--- src/rtl/mem_bus_pkg.sv ---
`default_nettype none
// ----------------------------------------------------------------------------
// mem_bus_pkg : shared widths and enums for the memory bus scheduler
// Revision    : 1.0 initial release
// ----------------------------------------------------------------------------
package mem_bus_pkg;

    localparam int WORD_W = 16;
    localparam int WAIT_W = 4;

    typedef enum logic [1:0] {
        IDLE   = 2'd0,
        SETUP  = 2'd1,
        ACCESS = 2'd2
    } state_e;

    typedef enum logic {
        REQ_IF = 1'b0,
        REQ_D  = 1'b1
    } req_id_e;

endpackage
`default_nettype wire

--- src/rtl/mem_bus_sched_rr_arb2.sv ---
`default_nettype none
// ----------------------------------------------------------------------------
// rr_arb2  : combinational two-way pick between fetch and data requests
// Revision : 1.0 initial release
// ----------------------------------------------------------------------------
module rr_arb2
    import mem_bus_pkg::*;
#(
    parameter int PRIORITY_MODE = 0
) (
    input  logic if_req_i,
    input  logic d_req_i,
    input  logic last_grant_i,
    output logic winner_o,
    output logic valid_o
);

    logic w_rr_pick;
    logic w_tie_pick;

    // Round-robin hands a tie to whoever did not win last time.
    assign w_rr_pick  = (last_grant_i == REQ_D) ? REQ_IF : REQ_D;
    assign w_tie_pick = (PRIORITY_MODE == 1) ? REQ_D : w_rr_pick;
    assign valid_o    = if_req_i | d_req_i;

    always_comb begin
        winner_o = REQ_IF;
        if (if_req_i && d_req_i) begin
            winner_o = w_tie_pick;
        end else if (d_req_i) begin
            winner_o = REQ_D;
        end
    end

endmodule
`default_nettype wire

--- src/rtl/mem_bus_sched.sv ---
`default_nettype none
// ----------------------------------------------------------------------------
// mem_bus_sched : arbitrates fetch/data requesters onto one memory bus and
//                 sequences SETUP/ACCESS with wait states.
//                 Optional access timeout: define MEM_BUS_TIMEOUT_EN.
// Revision      : 1.0 initial release
// ----------------------------------------------------------------------------
module mem_bus_sched
    import mem_bus_pkg::*;
#(
    parameter int WAIT_CYCLES   = 0,
    parameter int PRIORITY_MODE = 0,
    parameter int TIMEOUT       = 64
) (
    input  logic              clk,
    input  logic              reset,
    input  logic              if_req,
    input  logic [WORD_W-1:0] if_addr,
    output logic              if_gnt,
    output logic              if_done,
    input  logic              d_req,
    input  logic              d_we,
    input  logic [WORD_W-1:0] d_addr,
    input  logic [WORD_W-1:0] d_wdata,
    output logic              d_gnt,
    output logic              d_done,
    output logic [WORD_W-1:0] rdata,
    output logic [WORD_W-1:0] mem_addr,
    output logic [WORD_W-1:0] mem_wdata,
    input  logic [WORD_W-1:0] mem_rdata,
    input  logic              mem_rdy,
    output logic              EN_ADDRESS_PC,
    output logic              EN_ADDRESS_ALU,
    output logic              MR,
    output logic              MW,
    output logic              busy,
    output logic              bus_err
);

    localparam logic [WAIT_W-1:0] c_WAIT_INIT = WAIT_W'(WAIT_CYCLES);

    state_e            state_q,   state_d;
    req_id_e           last_q,    last_d;
    req_id_e           who_q,     who_d;
    logic              we_q,      we_d;
    logic [WORD_W-1:0] addr_q,    addr_d;
    logic [WORD_W-1:0] wdata_q,   wdata_d;
    logic [WORD_W-1:0] rdata_q,   rdata_d;
    logic [WAIT_W-1:0] wcnt_q,    wcnt_d;
    logic              if_gnt_q,  if_gnt_d;
    logic              d_gnt_q,   d_gnt_d;
    logic              if_done_q, if_done_d;
    logic              d_done_q,  d_done_d;
    logic              en_pc_q,   en_pc_d;
    logic              en_alu_q,  en_alu_d;
    logic              mr_q,      mr_d;
    logic              mw_q,      mw_d;
    logic              busy_q,    busy_d;
    logic              berr_q,    berr_d;

    logic              w_winner;
    logic              w_valid;
    logic              w_complete;
    logic              w_timeout;

    rr_arb2 #(
        .PRIORITY_MODE (PRIORITY_MODE)
    ) u_arb (
        .if_req_i     (if_req),
        .d_req_i      (d_req),
        .last_grant_i (last_q),
        .winner_o     (w_winner),
        .valid_o      (w_valid)
    );

    assign w_complete = (wcnt_q == '0) && mem_rdy;

`ifdef MEM_BUS_TIMEOUT_EN
    localparam int              c_TO_W    = (TIMEOUT > 1) ? $clog2(TIMEOUT) : 1;
    localparam logic [c_TO_W-1:0] c_TO_LAST = c_TO_W'(TIMEOUT - 1);

    logic [c_TO_W-1:0] tcnt_q, tcnt_d;

    // tcnt holds the number of ACCESS cycles already spent; the last one aborts.
    assign w_timeout = (tcnt_q == c_TO_LAST);

    always_comb begin
        tcnt_d = tcnt_q;
        if (state_q == SETUP) begin
            tcnt_d = '0;
        end else if (state_q == ACCESS && !w_complete && !w_timeout) begin
            tcnt_d = tcnt_q + 1'b1;
        end
    end

    always_ff @(posedge clk or negedge reset) begin
        if (!reset) begin
            tcnt_q <= '0;
        end else begin
            tcnt_q <= tcnt_d;
        end
    end
`else
    assign w_timeout = 1'b0;
`endif

    always_comb begin
        state_d   = state_q;
        last_d    = last_q;
        who_d     = who_q;
        we_d      = we_q;
        addr_d    = addr_q;
        wdata_d   = wdata_q;
        rdata_d   = rdata_q;
        wcnt_d    = wcnt_q;
        en_pc_d   = en_pc_q;
        en_alu_d  = en_alu_q;
        mr_d      = mr_q;
        mw_d      = mw_q;
        busy_d    = busy_q;
        if_gnt_d  = 1'b0;
        d_gnt_d   = 1'b0;
        if_done_d = 1'b0;
        d_done_d  = 1'b0;
        berr_d    = 1'b0;

        case (state_q)
            IDLE: begin
                if (w_valid) begin
                    state_d = SETUP;
                    who_d   = req_id_e'(w_winner);
                    last_d  = req_id_e'(w_winner);
                    busy_d  = 1'b1;
                    if (w_winner == REQ_D) begin
                        d_gnt_d  = 1'b1;
                        en_alu_d = 1'b1;
                        we_d     = d_we;
                        addr_d   = d_addr;
                        wdata_d  = d_wdata;
                    end else begin
                        if_gnt_d = 1'b1;
                        en_pc_d  = 1'b1;
                        we_d     = 1'b0;
                        addr_d   = if_addr;
                    end
                end
            end
            SETUP: begin
                state_d = ACCESS;
                mr_d    = ~we_q;
                mw_d    = we_q;
                wcnt_d  = c_WAIT_INIT;
            end
            ACCESS: begin
                if (wcnt_q != '0) begin
                    wcnt_d = wcnt_q - 1'b1;
                end
                if (w_complete || w_timeout) begin
                    state_d  = IDLE;
                    en_pc_d  = 1'b0;
                    en_alu_d = 1'b0;
                    mr_d     = 1'b0;
                    mw_d     = 1'b0;
                    busy_d   = 1'b0;
                    if (who_q == REQ_D) begin
                        d_done_d = 1'b1;
                    end else begin
                        if_done_d = 1'b1;
                    end
                    // A completed access wins over a timeout landing on the same edge.
                    if (w_complete) begin
                        if (!we_q) begin
                            rdata_d = mem_rdata;
                        end
                    end else begin
                        berr_d = 1'b1;
                    end
                end
            end
            default: begin
                state_d = IDLE;
            end
        endcase
    end

    always_ff @(posedge clk or negedge reset) begin
        if (!reset) begin
            state_q   <= IDLE;
            last_q    <= REQ_D;
            who_q     <= REQ_IF;
            we_q      <= 1'b0;
            addr_q    <= '0;
            wdata_q   <= '0;
            rdata_q   <= '0;
            wcnt_q    <= '0;
            if_gnt_q  <= 1'b0;
            d_gnt_q   <= 1'b0;
            if_done_q <= 1'b0;
            d_done_q  <= 1'b0;
            en_pc_q   <= 1'b0;
            en_alu_q  <= 1'b0;
            mr_q      <= 1'b0;
            mw_q      <= 1'b0;
            busy_q    <= 1'b0;
            berr_q    <= 1'b0;
        end else begin
            state_q   <= state_d;
            last_q    <= last_d;
            who_q     <= who_d;
            we_q      <= we_d;
            addr_q    <= addr_d;
            wdata_q   <= wdata_d;
            rdata_q   <= rdata_d;
            wcnt_q    <= wcnt_d;
            if_gnt_q  <= if_gnt_d;
            d_gnt_q   <= d_gnt_d;
            if_done_q <= if_done_d;
            d_done_q  <= d_done_d;
            en_pc_q   <= en_pc_d;
            en_alu_q  <= en_alu_d;
            mr_q      <= mr_d;
            mw_q      <= mw_d;
            busy_q    <= busy_d;
            berr_q    <= berr_d;
        end
    end

    assign if_gnt         = if_gnt_q;
    assign d_gnt          = d_gnt_q;
    assign if_done        = if_done_q;
    assign d_done         = d_done_q;
    assign rdata          = rdata_q;
    assign mem_addr       = addr_q;
    assign mem_wdata      = wdata_q;
    assign EN_ADDRESS_PC  = en_pc_q;
    assign EN_ADDRESS_ALU = en_alu_q;
    assign MR             = mr_q;
    assign MW             = mw_q;
    assign busy           = busy_q;
    assign bus_err        = berr_q;

endmodule
`default_nettype wire

--- config.mk ---
export PLATFORM = sky130hd
export DESIGN_NAME = mem_bus_sched
export DESIGN_NICKNAME = d
export VERILOG_FILES = /design/src/rtl/mem_bus_pkg.sv /design/src/rtl/mem_bus_sched_rr_arb2.sv /design/src/rtl/mem_bus_sched.sv
export SDC_FILE = /design/constraint.sdc
export NUM_CORES = 1
export LEC_CHECK = 0
export CAP_MARGIN = 30
export CORE_AREA = 2 2 100 102
export DETAILED_ROUTE_END_ITERATION = 8
export DIE_AREA = 0 0 102 104
export HOLD_SLACK_MARGIN = 0.08
export PLACE_DENSITY = 0.59
export SLEW_MARGIN = 40
export SYNTH_ARGS = -nofsm -noshare
export SYNTH_HDL_FRONTEND = slang
export SYNTH_SLANG_ARGS = --single-unit
--- constraint.sdc ---
create_clock -name clk -period 3.9 [get_ports clk]
set_input_delay 0.585 -clock clk [delete_from_list [all_inputs] [get_ports clk]]
set_output_delay 0.585 -clock clk [all_outputs]
set_load 0.01 [all_outputs]
==> summary.txt, run 1 <==
Die
  – Initial Util: 29.3%
  – Cell row count: 36
  – Floorplan die height: 104 um
  – Die area: 0.0106 mm^2
  – Ports: 128
  – Die X: 102 um
  – Core footprint: 0.00955 mm^2

Setup path
  – CP max FO: 19
  – CP Capture Type: flop
  – Worst R2R Path Depth: 4
  – WS Path Type: flop to flop
  – Required time worst endpoint: 4.10 ns
  – Worst reg-to-reg setup slack: 1.75 ns
  – Reg-to-Reg Start: state_q[0]
  – Data arrival time of the worst path: 2.34 ns
  – Startpoint Class: flop
  – Reg-to-reg endpoint: mem_addr[8]

Clock network
  – Clock-pin slew on the worst setup and hold paths: 0.07 ns
  – Clk_lat worst skew: 0.34 ns
  – Clock Path Buffers: 2
  – Sink Count: 66
  – CTS tree: done
  – # H-tree levels: 3
  – TritonCTS buffer count: 9
  – CTS root buf: clkbuf_8
  – Hold buffers post-CTS: 0
  – Postcts setup bufs: 0
  – Post-CTS sizing: 0

Placed design
  – Placed cell area: 0.00418 mm^2
  – Dpl cells: 480
  – Post-DP HPWL: 4.97 mm
  – IO Port Bufs: 126
  – Setup WS pre-CTS: 1.46 ns
  – Final GP Congestion: 0.790

Route
  – Starting DRT DRC Count: 91
  – DRC errors left: 0
  – Post-DRT Antenna Nets: 0
  – First-pass DRT Iterations: 4
  – DR vias: 2252
  – Drt total wl: 6.97 mm
  – Vias/cell: 4.54
  – Wirelength per Cell: 14.1 um

Power and ir drop
  – Sw power: 1.03 mW
  – Switch share: 31.0%
  – Leak: 1.88 nW
  – Maximum VDD drop: 0.000278 V
  – Clk pwr share: 20.4%
  – Sequential fraction of design power: 35.9%
  – PD cells: 753 mW/mm^2
  – Comb power frac: 43.7%
  – Power Internal: 2.29 mW

Yosys
  – Most common cell in the netlist: dfrtp_1
  – Cells after synthesis: 231
  – Async S/R FF share, synth: 100%
  – Netlist cell types: 44
  – Commonest cells post-synth: dfrtp_1 (65), nand2_1 (36), mux2_2 (21)
  – Synth Cell Area: 0.00280 mm^2
  – Main flop type after synthesis: dfrtp_1
  – Seq/Total Area, Yosys: 59.0%
  – Area contributors post-synth: dfrtp_1 (58%), mux2_2 (8.4%), mux2_4 (5.4%)
  – Syn_area_per_cell: 12.1 um^2
  – Yosys top cell area share: 58.1%
  – Synthesized Nets: 302
  – Synth Register Bits: 66
  – Yosys warns: 0
  – Post-synth EDFFs: 0
  – Yosys top cell by area: dfrtp_1

Timing
  – Fin crit period: 2.15 ns
  – Total negative slack: 0 ns
  – Max_slew headroom: 47.5%
  – Final period utilization: 55.1%
  – RSZ-0062 raised after global routing: no
  – Final setup fails: 0
  – Final hold viol count: 0
  – FMAX: 0.465 GHz
  – Fin worst setup slack: 1.75 ns
  – Final Skew: 0.0101 ns
  – Final count of pins violating max slew: 0
  – Slew @ Worst Pin: 0.787 ns

Finish
  – Post-Layout Cell Count: 496
  – FF/Latch Area: 0.00165 mm^2
  – # diodes: 0
  – Post-route cell area: 0.00441 mm^2
  – Share of cells above drive strength 1: 15.7%
  – Filler instances: 908
  – Multi-input logic area: 0.00106 mm^2
  – Area Growth Syn to Fin: 57.5%
  – Nets@finish: 429

Outcome
  – Outcome: completed

Run
  – Max-Cap Viols: 0

Global routing
  – Largest net degree at the start of global routing: 52
  – GR Overflow Total: 0
  – First-pass GRT wire length: 11.2 mm
  – Vias in the first global route: 2281
  – Initial antenna violation count: 0
  – GRT Util Overall: 13.6%

Min path
  – Worst Hold Class: input port to asynchronous set/reset pin
==> routing by layer <==
| metal | share of wire [%] | track usage [%] | vias to the layer above | routed length, um |
|---|---|---|---|---|
| met5 | 0 | 0 | - | 0 |
| li1 | - | - | 1066 | - |
| met2 | 45 | 20.3 | 91 | 3150 |
| met4 | 1.2 | 3.90 | 0 | 82 |
| met1 | 45 | 17.7 | 1088 | 3140 |
| met3 | 8.5 | 6.25 | 7 | 596 |
==> critical path, stage by stage (launching register included) <==
cell	delay, ns
dfrtp_1	0.52
nor2_2	0.69
nand2_1	0.30
inv_2	0.35
a31oi_1	0.14
==> power groups by stage <==
stage          Combinational [mW]  Sequential (mW)  Clock, mW
2_1_floorplan               0.581             1.31          0
3_3_place_gp                 1.46             1.20          0
3_5_place_dp                 1.47             1.20          0
4_1_cts                      1.47             1.20      0.700
5_1_grt                      1.57             1.24      0.740
6_report                     1.45             1.19      0.678
==> cell families (layout without fill, tap and decap cells) <==
group	count (synthesis)	in the layout	share of synthesized area, %
muxes	32	32	14.2
DFF	66	66	59.0
buffers and inverters	19	151	3.35
adders and majority gates	1	1	0.447
and+or+nand+nor	59	59	10.9
other	1	1	0.134
AOI/OAI and AO/OA	53	53	12.0
==> registers in the layout (all words and copies together) (netlist names), 2 cells and up <==
register   flops
mem_addr      16
mem_wdata     16
rdata         16
state_q        2
wcnt_q         4
==> layout by cell type (no fill, tap or decap), types with 2 or more instances in the layout <==
cell	synthesis	layout
o31ai_1	2	2
a21o_1	5	5
nand2_1	36	36
clkdlybuf4s50_1	0	125
nand3_1	3	3
and3_1	2	2
nor2b_1	3	3
clkbuf_1	6	2
inv_1	5	5
o21ai_0	2	2
buf_4	3	3
dfrtp_1	65	65
clkbuf_8	0	9
a21oi_1	17	17
nor2_1	2	2
nand2b_1	3	3
a31oi_1	16	16
bufinv_16	0	3
mux2_2	21	21
o22ai_1	2	2
mux2_4	10	10
==> how the worst max path moves through the flow <==
stage,startpoint,cells after the start,to,slack (ns)
after floorplan,d_req,5,mem_wdata[0],2.16
after global placement,d_req,4,mem_addr[4],1.47
after detailed placement,d_req,5,mem_wdata[14],1.46
after CTS,state_q[0],4,mem_addr[8],1.72
after global routing,state_q[0],4,mem_addr[8],1.56
final,state_q[0],4,mem_addr[8],1.75
==> through the flow <==
stage | hold slack (ns) | utilization (%) | power, mW
after global routing | 0.134 | 46.2 | 3.55
after detailed placement | 0.447 | 43.8 | 2.68
after CTS | 0.141 | 46.2 | 3.37
after global placement | 0.444 | 43.7 | 2.65
final | 0.139 | 46.2 | 3.32
after floorplan | 0.289 | - | 1.89
==> area by class of cell <==
cell class	instances	area share (%)
Sequential cell	66	37.5
Inverter	6	0.510
Timing Repair Buffer	129	29.0
Multi-Input combinational cell	146	24.0
Tap cell	133	3.77
Clock inverter	5	2.32
Clock buffer	11	2.98
(Power assumes the default switching activity.)
==> run 2, diff against run 1 <==
--- a/config.mk
+++ b/config.mk
@@ -10,7 +10,7 @@
 export DETAILED_ROUTE_END_ITERATION = 8
 export DIE_AREA = 0 0 102 104
 export HOLD_SLACK_MARGIN = 0.08
-export PLACE_DENSITY = 0.59
+export PLACE_DENSITY = 0.62
 export SLEW_MARGIN = 40
 export SYNTH_ARGS = -nofsm -noshare
 export SYNTH_HDL_FRONTEND = slang
==> constraint.sdc (replaced) <==
create_clock -name clk -period 1.9 [get_ports clk]
set_input_delay 0.285 -clock clk [delete_from_list [all_inputs] [get_ports clk]]
set_output_delay 0.285 -clock clk [all_outputs]
set_load 0.01 [all_outputs]
==> summary.txt, run 2 (synthesized netlist as in run 1, its figures left out) <==
Outcome
  – Outcome: completed

Route
  – First-pass DRT Iterations: 4 (unchanged)
  – Starting DRT DRC Count: 63 (-31%)
  – Vias/cell: 4.44 (-2.2%)
  – DR vias: 2261 (+0.40%)
  – Post-DRT Antenna Nets: 0 (unchanged)
  – Wirelength per Cell: 13.6 um (-3.3%)
  – DRC errors left: 0 (unchanged)
  – Drt total wl: 6.92 mm (-0.79%)

Setup path
  – Worst R2R Path Depth: 6 (+2)
  – Max stage delay on crit path: 0.42 ns (-0.27 ns)
  – Reg-to-Reg Start: wcnt_q[0]
  – Required time worst endpoint: 2.11 ns (-1.99 ns)
  – CP max FO: 16 (-3)
  – Reg-to-reg endpoint: rdata[8]
  – Critical path origin: wcnt_q[0]
  – CP Capture Type: flop
  – Worst reg-to-reg setup slack: 0.12 ns (-1.64 ns)
  – Max stage delay cell, worst path: dfrtp_1
  – Crit-path cells: inv_1 > ha_1 > nor3b_4 > nand4_4 > buf_12 > mux2_4
  – Data arrival time of the worst path: 1.99 ns (-0.35 ns)
  – WS Path Type: flop to flop
  – Startpoint Class: flop

Global routing
  – GRT Util Overall: 13.3% (-0.28 points)
  – Vias in the first global route: 2277 (-0.18%)
  – First-pass GRT wire length: 11.1 mm (-0.93%)
  – Largest net degree at the start of global routing: 39 (-25%)
  – Initial antenna violation count: 0 (unchanged)
  – GR Overflow Total: 0 (unchanged)

Clock network
  – CTS root buf: clkbuf_8
  – Sink Count: 66 (unchanged)
  – CTS tree: done
  – TritonCTS buffer count: 9 (unchanged)
  – Post-CTS sizing: 0 (unchanged)
  – Clock Path Buffers: 2 (unchanged)
  – Clk_lat worst skew: 0.33 ns (about the same)
  – Hold buffers post-CTS: 1 (+1)
  – # H-tree levels: 3 (unchanged)
  – Postcts setup bufs: 0 (unchanged)
  – Clock-pin slew on the worst setup and hold paths: 0.07 ns (about the same)

Power and ir drop
  – Sw power: 2.11 mW (+110%)
  – Sequential fraction of design power: 36.2% (+0.3 points)
  – Maximum VDD drop: 0.000477 V (+72%)
  – Clk pwr share: 16.2% (-4.2 points)
  – PD cells: 1480 mW/mm^2 (+97%)
  – Comb power frac: 47.6% (+3.9 points)
  – Power Internal: 4.54 mW (+98%)
  – Switch share: 31.8% (+0.77 points)
  – Total power: 6.65 mW (+100%)
  – Leak: 1.94 nW (+3.1%)

Timing
  – Final period utilization: 93.9% (+39 points)
  – FMAX: 0.560 GHz (+20%)
  – Final hold viol count: 0 (unchanged)
  – Total negative slack: 0 ns (unchanged)
  – Final count of pins violating max slew: 0 (unchanged)
  – RSZ-0062 raised after global routing: no
  – Final Skew: 0.00897 ns (-0.00114 ns)
  – Fin crit period: 1.78 ns (-0.364 ns)
  – Final setup fails: 0 (unchanged)

Finish
  – Commonest non-fill, non-tap cells in the layout: clkdlybuf4s50_1 (125), dfrtp_1 (65), nand2_1 (36)
  – # diodes: 0 (unchanged)
  – Area Growth Syn to Fin: 60.5%
  – Commonest non-fill, non-tap cell in the layout: clkdlybuf4s50_1
  – Share of cells above drive strength 1: 18.1% (+2.4 points)
  – Nets@finish: 442 (+3.0%)
  – Post-Layout Cell Count: 509 (+2.6%)

Placed design
  – Final GP Congestion: 0.764 (-3.2%)
  – IO Port Bufs: 126 (unchanged)
  – Post-DP HPWL: 5.21 mm (+4.7%)
  – Dpl cells: 492 (+2.5%)

Die
  – Die area: 0.0106 mm^2 (unchanged)
  – Floorplan die height: 104 um (unchanged)
  – Core footprint: 0.00955 mm^2 (unchanged)
  – Ports: 128 (unchanged)
  – Cell row count: 36 (unchanged)
  – Initial Util: 29.3% (unchanged)
  – Die X: 102 um (unchanged)

Run
  – Max-Cap Viols: 0 (unchanged)

Min path
  – Worst Hold Class: input port to asynchronous set/reset pin
==> run 2: area by class of cell <==
class / count / area [um^2]
clock buffers: 14 / 173
well taps: 133 / 166
multi-input cells: 146 / 1050
clock inverters: 2 / 10.0
repair buffers: 142 / 1420
inverters: 6 / 22.5
fillers: 919 / 5050
flip-flops and latches: 66 / 1650
==> run 2: per-layer routing <==
layer / routed length [um] / share of wire, % / track usage [%] / up-vias
li1: - / - / - / 1098
met1: 2960 / 43 / 16.4 / 1064
met2: 3380 / 49 / 21.6 / 93
met3: 520 / 7.5 / 4.23 / 6
met4: 55 / 0.80 / 5.14 / 0
met5: 0 / 0 / 0 / -
==> run 2: worst max-delay path by stage <==
stage                          endpoint  slack (ns)  depth (start not counted)
after global placement     mem_wdata[2]        0.06                          5
after floorplan               rdata[10]        0.21                          6
final                          rdata[8]        0.12                          6
after detailed placement  mem_wdata[13]       0.002                          5
after CTS                      rdata[8]        0.11                          6
after global routing           rdata[8]        0.01                          6
==> run 2: power by group through the flow <==
stage | Combinational (mW) | Sequential [mW] | Clock [mW]
global route | 3.43 | 2.50 | 1.20
detailed placement | 3.21 | 2.43 | 0
global placement | 3.16 | 2.41 | 0
floorplan | 1.19 | 2.68 | 0
finish | 3.17 | 2.41 | 1.08
CTS | 3.22 | 2.42 | 1.13
==> run 2: through the flow <==
stage | cell area [um^2] | hold slack, ns | util [%] | setup WS, ns
after global placement | 4300 | 0.196 | 45.1 | 0.0580
after detailed placement | 4300 | 0.196 | 45.1 | 0.00196
after floorplan | 2800 | -0.0106 | - | 0.208
after global routing | 4500 | 0.404 | 47.1 | 0.0145
after CTS | 4500 | 0.381 | 47.1 | 0.113
final | 4500 | 0.399 | 47.1 | 0.115
==> run 2: critical path: cells and delay by family (launching register included) <==
family,cells,cell delay (ns)
multiplexers,1,0.30
adder cells (fa/ha/maj),1,0.19
AND/OR/NAND/NOR,2,0.49
buffers and inverters,2,0.25
flip-flops,1,0.42
==> run 3, diff against run 2 <==
--- a/config.mk
+++ b/config.mk
@@ -10,7 +10,7 @@
 export DETAILED_ROUTE_END_ITERATION = 8
 export DIE_AREA = 0 0 102 104
 export HOLD_SLACK_MARGIN = 0.08
-export PLACE_DENSITY = 0.62
+export PLACE_DENSITY = 0.59
 export SLEW_MARGIN = 40
 export SYNTH_ARGS = -nofsm -noshare
 export SYNTH_HDL_FRONTEND = slang
==> constraint.sdc (replaced) <==
create_clock -name clk -period 2.2 [get_ports clk]
set_input_delay 0.33 -clock clk [delete_from_list [all_inputs] [get_ports clk]]
set_output_delay 0.33 -clock clk [all_outputs]
set_load 0.01 [all_outputs]
==> summary.txt, run 3 (synthesized netlist as in run 1, its figures left out) <==
Outcome
  – Outcome: completed

Placed design
  – Post-DP HPWL: 4.98 mm (-4.5%)
  – IO Port Bufs: 126 (unchanged)
  – Setup WS pre-CTS: 0.215 ns (+0.213 ns)
  – Final GP Congestion: 0.779 (+1.9%)
  – Placed cell area: 0.00425 mm^2 (-1.3%)

Die
  – Die X: 102 um (unchanged)
  – Die area: 0.0106 mm^2 (unchanged)
  – Cell row count: 36 (unchanged)
  – Floorplan die height: 104 um (unchanged)
  – Initial Util: 29.3% (unchanged)
  – Ports: 128 (unchanged)
  – Core footprint: 0.00955 mm^2 (unchanged)

Power and ir drop
  – PD cells: 1320 mW/mm^2 (-11%)
  – Maximum VDD drop: 0.000451 V (-5.5%)
  – Leak: 1.92 nW (-0.93%)

Timing
  – Max_slew headroom: 63.0%
  – RSZ-0062 raised after global routing: no
  – Final Skew: 0.0122 ns (+0.00323 ns)
  – Final setup fails: 0 (unchanged)
  – Final hold viol count: 0 (unchanged)
  – FMAX: 0.510 GHz (-8.9%)
  – Fin worst setup slack: 0.241 ns (+0.126 ns)
  – Final count of pins violating max slew: 0 (unchanged)
  – Total negative slack: 0 ns (unchanged)
  – Fin crit period: 1.96 ns (+0.174 ns)
  – Slew @ Worst Pin: 0.555 ns
  – Final period utilization: 89.0% (-4.9 points)

Finish
  – Commonest non-fill, non-tap cells in the layout: clkdlybuf4s50_1 (125), dfrtp_1 (65), nand2_1 (36)
  – Post-route cell area: 0.00448 mm^2 (-0.28%)
  – Nets@finish: 436 (-1.4%)
  – Filler instances: 902 (-1.8%)
  – Commonest non-fill, non-tap cell in the layout: clkdlybuf4s50_1
  – Share of cells above drive strength 1: 17.3% (-0.79 points)
  – # diodes: 0 (unchanged)
  – Area Growth Syn to Fin: 60.0%

Route
  – Wirelength per Cell: 13.7 um (+1.0%)
  – Vias/cell: 4.44 (about the same)
  – Starting DRT DRC Count: 100 (+59%)
  – DRC errors left: 0 (unchanged)
  – Drt total wl: 6.91 mm (-0.17%)
  – DR vias: 2234 (-1.2%)
  – Post-DRT Antenna Nets: 0 (unchanged)
  – First-pass DRT Iterations: 5 (+1)

Clock network
  – Post-CTS sizing: 0 (unchanged)
  – Sink Count: 66 (unchanged)
  – CTS root buf: clkbuf_8
  – CTS tree: done
  – Clock-pin slew on the worst setup and hold paths: 0.07 ns (about the same)
  – # H-tree levels: 3 (unchanged)
  – Clk_lat worst skew: 0.34 ns (about the same)
  – Clock Path Buffers: 2 (unchanged)
  – TritonCTS buffer count: 9 (unchanged)

Setup path
  – Required time worst endpoint: 2.41 ns (+0.30 ns)
  – CP Capture Type: flop
  – Data arrival time of the worst path: 2.17 ns (+0.18 ns)
  – Max stage delay on crit path: 0.42 ns (about the same)
  – Max stage delay cell, worst path: dfrtp_1
  – Crit path max-delay family: simple AND/OR/NAND/NOR gates
  – WS Path Type: flop to flop
  – Reg-to-Reg Start: wcnt_q[0]
  – CP max FO: 16 (unchanged)
  – Critical path origin: wcnt_q[0]
  – Startpoint Class: flop
  – Worst path bufs/invs: 1 (-1)
  – Crit-path cells: inv_1 > ha_1 > nor3b_4 > nand4_4 > mux2_4

Global routing
  – Largest net degree at the start of global routing: 33 (-15%)
  – GR Overflow Total: 0 (unchanged)
  – GRT Util Overall: 13.1% (-0.28 points)
  – Vias in the first global route: 2195 (-3.6%)
  – Initial antenna violation count: 0 (unchanged)
  – First-pass GRT wire length: 10.9 mm (-1.7%)

Run
  – Max-Cap Viols: 0 (unchanged)

Min path
  – Worst Hold Class: flop to flop
  – Hold_sp: who_q
## run 3: stage by stage
step | hold WS (ns) | utilization (%) | power (mW) | instances
2_1_floorplan | 0.0344 | - | 3.35 | 231
3_3_place_gp | 0.347 | 44.5 | 4.78 | 486
3_5_place_dp | 0.342 | 44.5 | 4.82 | 486
4_1_cts | 0.473 | 46.9 | 5.99 | 503
5_1_grt | 0.499 | 46.9 | 6.30 | 503
6_report | 0.461 | 46.9 | 5.90 | 503
## run 3: cell type report
class	instances	area, um^2	area share (%)
flip-flops and latches	66	1650	36.9
repair buffers	136	1360	30.3
multi-input cells	146	1050	23.5
well taps	133	166	3.71
clock buffers	10	138	3.07
clock inverters	6	90.1	2.01
inverters	6	22.5	0.502
## run 3: layer usage
| layer | vias to the layer above | share of wire [%] | GRT usage, % |
|---|---|---|---|
| met5 | - | 0 | 0 |
| met4 | 0 | 0.61 | 2.86 |
| met1 | 1050 | 44 | 16.7 |
| met3 | 6 | 9.5 | 5.44 |
| li1 | 1085 | - | - |
| met2 | 93 | 45 | 20.6 |
## run 3: what timing repair did
item | 4_1_cts | 5_1_grt
hold buffers | 1 | 0
hold endpoints to repair | 20 | 0
endpoints found under the setup margin | 0 | 0
setup buffers | 0 | 0
## run 3: where the power goes
part | total, mW | switching [mW] | internal, mW
Sequential | 2.07 | 0.292 | 1.78
Clock | 1.14 | 0.472 | 0.671
Combinational | 2.69 | 1.09 | 1.60
## run 3: worst paths after layout
kind / slack [ns] / cells past startpoint / end
min: 0.46 / 1 / if_done
min in group asynchronous: 0.53 / 2 / d_done
max: 0.24 / 5 / rdata[9]
max reg2reg: 0.24 / 5 / rdata[9]
max in group asynchronous: 1.07 / 3 / mem_addr[3]
min reg2reg: 0.46 / 1 / if_done
